`src/rtl/count_initiator_if.sv`:
```
// Handshake bundle between the sequencer/Control side and count_initiator.
// master = sequencer + Control, slave = count_initiator.
interface count_initiator_if #(
  parameter int CNT_W = 16,
  parameter int RND_W = 8
);
  logic             start;
  logic             abort;
  logic [RND_W-1:0] num_rounds;
  logic             ready;
  logic             counting;
  logic             busy;
  logic             done;
  logic             err;
  logic [RND_W-1:0] rounds_done;
  logic [CNT_W-1:0] last_latency;
  logic [CNT_W-1:0] max_latency;

  modport master (
    output start, abort, num_rounds, ready,
    input  counting, busy, done, err, rounds_done, last_latency, max_latency
  );

  modport slave (
    input  start, abort, num_rounds, ready,
    output counting, busy, done, err, rounds_done, last_latency, max_latency
  );
endinterface

```
`src/rtl/count_initiator.sv`:
```
// Initiator of the counting/ready handshake: runs N request rounds, measures ready latency, flags timeouts.
// Outputs registered (counting follows state by 1 cycle); no backpressure, start is ignored while busy.
module count_initiator #(
  parameter int CNT_W      = 16,
  parameter int RND_W      = 8,
  parameter int TIMEOUT    = 1024,
  parameter int GAP_CYCLES = 2
) (
  input  logic              clk,
  input  logic              rst,
  count_initiator_if.slave  bus
);

  localparam int              GAP_W    = (GAP_CYCLES > 1) ? $clog2(GAP_CYCLES) : 1;
  localparam logic [GAP_W-1:0] GAP_LAST = GAP_W'((GAP_CYCLES > 0) ? GAP_CYCLES - 1 : 0);
  localparam logic [CNT_W-1:0] LAT_LAST = CNT_W'(TIMEOUT - 1);

  typedef enum logic [2:0] {
    S_IDLE,
    S_REQ,
    S_GAP,
    S_DONE,
    S_ERR
  } state_t;

  state_t           state;
  logic             ready_q;
  logic             rise;
  logic [RND_W-1:0] num_q;
  logic [CNT_W-1:0] lat_cnt;
  logic [CNT_W-1:0] lat_inc;
  logic [GAP_W-1:0] gap_cnt;
  logic [RND_W-1:0] rounds_inc;

  logic             counting_r;
  logic             busy_r;
  logic             done_r;
  logic             err_r;
  logic [RND_W-1:0] rounds_r;
  logic [CNT_W-1:0] last_r;
  logic [CNT_W-1:0] max_r;

  // A round only completes on a fresh low-to-high transition of ready.
  assign rise       = bus.ready & ~ready_q;
  assign lat_inc    = lat_cnt + 1'b1;
  assign rounds_inc = rounds_r + 1'b1;

  always_ff @(posedge clk or negedge rst) begin
    if (!rst) begin
      state      <= S_IDLE;
      ready_q    <= 1'b0;
      num_q      <= '0;
      lat_cnt    <= '0;
      gap_cnt    <= '0;
      counting_r <= 1'b0;
      busy_r     <= 1'b0;
      done_r     <= 1'b0;
      err_r      <= 1'b0;
      rounds_r   <= '0;
      last_r     <= '0;
      max_r      <= '0;
    end else begin
      ready_q <= bus.ready;
      done_r  <= 1'b0;

      if (bus.abort) begin
        // Results are left intact so software can inspect the aborted run.
        state      <= S_IDLE;
        counting_r <= 1'b0;
        busy_r     <= 1'b0;
      end else begin
        case (state)
          S_IDLE, S_DONE, S_ERR: begin
            if (bus.start) begin
              num_q    <= bus.num_rounds;
              rounds_r <= '0;
              max_r    <= '0;
              err_r    <= 1'b0;
              if (bus.num_rounds != '0) begin
                state      <= S_REQ;
                counting_r <= 1'b1;
                busy_r     <= 1'b1;
                lat_cnt    <= '0;
              end else begin
                state      <= S_DONE;
                done_r     <= 1'b1;
                counting_r <= 1'b0;
                busy_r     <= 1'b0;
              end
            end
          end

          S_REQ: begin
            if (rise) begin
              // A rise on the timeout cycle still counts as a good round.
              last_r <= lat_inc;
              if (lat_inc > max_r) begin
                max_r <= lat_inc;
              end
              if (rounds_r != num_q) begin
                rounds_r <= rounds_inc;
              end
              if (rounds_inc == num_q) begin
                state      <= S_DONE;
                done_r     <= 1'b1;
                counting_r <= 1'b0;
                busy_r     <= 1'b0;
              end else if (GAP_CYCLES > 0) begin
                state      <= S_GAP;
                counting_r <= 1'b0;
                gap_cnt    <= '0;
              end else begin
                lat_cnt <= '0;
              end
            end else if (lat_cnt == LAT_LAST) begin
              state      <= S_ERR;
              err_r      <= 1'b1;
              counting_r <= 1'b0;
              busy_r     <= 1'b0;
            end else begin
              lat_cnt <= lat_inc;
            end
          end

          S_GAP: begin
            if (gap_cnt == GAP_LAST) begin
              state      <= S_REQ;
              counting_r <= 1'b1;
              lat_cnt    <= '0;
            end else begin
              gap_cnt <= gap_cnt + 1'b1;
            end
          end

          default: begin
            state      <= S_IDLE;
            counting_r <= 1'b0;
            busy_r     <= 1'b0;
          end
        endcase
      end
    end
  end

  assign bus.counting     = counting_r;
  assign bus.busy         = busy_r;
  assign bus.done         = done_r;
  assign bus.err          = err_r;
  assign bus.rounds_done  = rounds_r;
  assign bus.last_latency = last_r;
  assign bus.max_latency  = max_r;

endmodule

```
`src/flat_wrapper.sv`:
```
// flat-port wrapper written by rule: the top's interface ports become plain ports
module count_initiator_flat 
#(
  parameter int CNT_W      = 16,
  parameter int RND_W      = 8,
  parameter int TIMEOUT    = 1024,
  parameter int GAP_CYCLES = 2
)
  (clk, rst, bus_start, bus_abort, bus_num_rounds, bus_ready, bus_counting, bus_busy, bus_done, bus_err, bus_rounds_done, bus_last_latency, bus_max_latency);
  count_initiator_if #(.CNT_W(CNT_W), .RND_W(RND_W)) bus_i ();
  input  logic clk;
  input  logic rst;
  input wire logic [$bits(bus_i.start)-1:0] bus_start;
  input wire logic [$bits(bus_i.abort)-1:0] bus_abort;
  input wire logic [$bits(bus_i.num_rounds)-1:0] bus_num_rounds;
  input wire logic [$bits(bus_i.ready)-1:0] bus_ready;
  output wire logic [$bits(bus_i.counting)-1:0] bus_counting;
  output wire logic [$bits(bus_i.busy)-1:0] bus_busy;
  output wire logic [$bits(bus_i.done)-1:0] bus_done;
  output wire logic [$bits(bus_i.err)-1:0] bus_err;
  output wire logic [$bits(bus_i.rounds_done)-1:0] bus_rounds_done;
  output wire logic [$bits(bus_i.last_latency)-1:0] bus_last_latency;
  output wire logic [$bits(bus_i.max_latency)-1:0] bus_max_latency;
  assign bus_i.start = bus_start;
  assign bus_i.abort = bus_abort;
  assign bus_i.num_rounds = bus_num_rounds;
  assign bus_i.ready = bus_ready;
  assign bus_counting = bus_i.counting;
  assign bus_busy = bus_i.busy;
  assign bus_done = bus_i.done;
  assign bus_err = bus_i.err;
  assign bus_rounds_done = bus_i.rounds_done;
  assign bus_last_latency = bus_i.last_latency;
  assign bus_max_latency = bus_i.max_latency;
  count_initiator #(.CNT_W(CNT_W), .RND_W(RND_W), .TIMEOUT(TIMEOUT), .GAP_CYCLES(GAP_CYCLES)) u_core (.clk(clk), .rst(rst), .bus(bus_i));
endmodule
```
`config.mk`:
```
export PLATFORM = sky130hd
export DESIGN_NAME = count_initiator_flat
export DESIGN_NICKNAME = d
export VERILOG_FILES = /design/src/rtl/count_initiator_if.sv /design/src/rtl/count_initiator.sv /design/src/flat_wrapper.sv
export SDC_FILE = /design/constraint.sdc
export NUM_CORES = 1
export LEC_CHECK = 0
export ABC_CLOCK_PERIOD_IN_PS = 3700
export CORE_AREA = 2 2 100 102
export DETAILED_ROUTE_END_ITERATION = 6
export DIE_AREA = 0 0 102 104
export PLACE_DENSITY = 0.77
export SYNTH_ARGS = -nofsm -noshare
export SYNTH_HDL_FRONTEND = slang
export SYNTH_SLANG_ARGS = --single-unit
```
`constraint.sdc`:
```
create_clock -name clk -period 3.7 [get_ports clk]
set_input_delay 0.37 -clock clk [delete_from_list [all_inputs] [get_ports clk]]
set_output_delay 0.37 -clock clk [all_outputs]
set_load 0.01 [all_outputs]
```
==> metrics.yaml <==
grt:
  grt_pass1_wl_mm: 16.4
  grt_overflow: 0
  grt_pass1_vias: 3323
  antenna_found_initial: 0
  grt_max_degree: 43
  grt_usage_pct: 19.6
pwr:
  ir_drop_uv: 201
  leakage_nw: 2.31
  power_mw: 2.67
  p_per_area_mw_per_mm2: 517
timing:
  max_freq_ghz: 0.288
  relSlewSlack_pct: 37.1
  finClkSkew_ns: 0.00342
  setup_violations: 0
  final_hold_viol_count: 0
  tns_ns: 0
  period_share_pct: 93.9
  max_slew.worst_pin.slew_ns: 0.943
  rsz0062_at_grt: "no"
  slew_viol_final: 0
  fin_crit_ns: 3.47
  timing.final.ws_setup_ns: 0.226
floorplanning:
  die_area_mm2: 0.0106
  die_h_um: 104
  core-area_mm2: 0.00955
  die_w_um: 102
  initial_core_util_pct: 44.3
  rows: 36
  ios: 57
synth:
  synthCells: 436
  avgSynthCellArea_um2: 9.71
  synth_flop_cell: "dfrtp_1"
  yosys-top-cells-area: "dfrtp_1 43%, ha_1 5.3%, nand2_1 4.6%"
  synth_area_mm2: 0.00423
  ys_ff_latch: 73
  synth_top_cell_by_area: "dfrtp_1"
  async_flop_share_pct: 100
  synth-edff-count: 0
  synth_top_area_share_pct: 43.2
  synth_cell_types: 54
  ys_seq_area_share_pct: 43.2
  yosys_warnings: 0
  syn-num-nets: 467
route:
  wl_per_cell_um: 15.2
  vias_per_cell: 5.28
  drc_errors: 0
  first_pass_iters: 4
  drtIter0Drc: 206
  dr_total_vias: 3342
  drtAntennaViolNets: 0
  drt_wl_total_mm: 9.63
clock_tree:
  tritoncts: "built"
  clk_latency_ns: 0.36
  clockRootBuffer: "clkbuf_8"
  postCtsHoldBufs: 0
  post_cts_buffers: 0
  htreeDepth: 3
  cts_sinks: 73
  clockBufferDepth: 2
  cts-buffers-inserted: 9
  clk_transition_reported_paths_ns: 0.07
  cts_resized: 0
final_layout:
  layout-drive-gt1-share_pct: 13.2
  layout.nets: 527
  fin_area_mm2: 0.00516
  final_cell_mix: "73 x dfrtp_1, 55 x clkdlybuf4s50_1, 52 x nand2_1"
  area_delta_synth_final_pct: 21.8
  antenna_cells: 0
  layout_commonest_cell: "dfrtp_1"
worst_setup_path:
  required_ns: 3.94
  start_kind: "flip-flop"
  critPathLaunch: "u_core.lat_cnt[0]"
  reg2reg_from: "u_core.lat_cnt[0]"
  cp.arrival_ns: 3.72
  end_kind: "flip-flop"
  cp_max_fo: 16
  critPathKind: "flip-flop to flip-flop"
run:
  maxCapViolations: 0
placed_design:
  place_hpwl_mm: 7.10
  placed_area_mm2: 0.00495
  detailedPlace.worstSlack_ns: 0.230
  port_buffers: 56
  gp_routability_congestion: 0.885
outcome:
  status: "completed"
hold_path:
  min_path_type: "input port to asynchronous set/reset pin"
## per-stage QoR
step	hold WS, ns	util, %	std cells
global route	0.238	54.0	633
detailed placement	0.471	51.8	618
CTS	0.168	53.9	633
floorplan	0.0744	-	436
finish	0.150	54.0	633
global placement	0.461	51.8	618
## Yosys cell counts, types with 6 or more instances
master	n
nand2b_1	6
nor2_1	34
inv_1	34
nand2_1	52
nand4_1	7
mux2_1	9
nor3_1	8
mux2_2	17
nor2b_1	6
a21oi_1	13
ha_1	18
clkbuf_1	12
xnor2_1	11
mux2_4	11
dfrtp_1	73
or4_1	6
xor2_1	15
o21ai_0	29
nand3_1	11
## power breakdown
| part | leakage [nW] | internal, mW | total, mW | switching (mW) |
|---|---|---|---|---|
| Combinational | 1.22 | 0.467 | 0.970 | 0.502 |
| Clock | 0.102 | 0.343 | 0.637 | 0.294 |
| Sequential | 0.984 | 0.930 | 1.06 | 0.130 |
## worst max-delay path, cell delays in order, from the launching register on
cell and delay (ns):
dfrtp_1 0.47, nand2_1 0.13, nor4_2 0.28, buf_4 0.18, and4_1 0.26, xnor2_1 0.19, inv_1 0.09, ha_1 0.32
nand4_1 0.16, a2111oi_0 0.08, or4_1 0.46, o211ai_4 0.21, buf_12 0.18, mux2_2 0.35
## area by class of cell
type                       count  area [um2]
sequential                    73        1830
clock buffer                  12         155
clock inverter                 3        40.0
timing repair buffer          65         636
inverter                      34         128
multi-input combinational    313        2210
fill                         853        4390
tap                          133         166
## registers in the layout (all words and copies together), names as in the netlist
register and count:
u_core.bus.done 1, u_core.bus.busy 1, u_core.bus.counting 1, u_core.bus.last_latency 16
u_core.bus.max_latency 16, u_core.num_q 8, u_core.gap_cnt 1, u_core.state 3
u_core.ready_q 1, u_core.bus.err 1, u_core.bus.rounds_done 8, u_core.lat_cnt 16
## metal layers
metal | track usage (%) | up-vias | share of wire, %
met5 | 0 | - | 0
met4 | 7.43 | 0 | 1.8
met3 | 4.84 | 11 | 4.7
met2 | 29.6 | 96 | 48
met1 | 27.1 | 1594 | 46
li1 | - | 1641 | -
## path summary, 6_finish.rpt
check	slack (ns)	end	cells past startpoint
hold reg to reg	0.48	u_core.bus.last_latency[2]	2
setup reg to reg	0.23	u_core.bus.max_latency[0]	13
min in group clk	0.48	u_core.bus.last_latency[2]	2
hold / removal	0.15	u_core.bus.last_latency[3]	1
max in group asynchronous	2.75	u_core.bus.max_latency[8]	2
setup / recovery	0.23	u_core.bus.max_latency[0]	13
## cell families after synthesis
| family | Yosys count | synth area share (%) |
|---|---|---|
| xor+xnor | 26 | 5.38 |
| fa+ha+maj | 18 | 5.32 |
| simple gates | 157 | 18.7 |
| flops | 73 | 43.2 |
| mux | 39 | 11.3 |
| compound gates | 73 | 11.1 |
| buf+inv | 50 | 5.00 |
(Power assumes the default switching activity.)
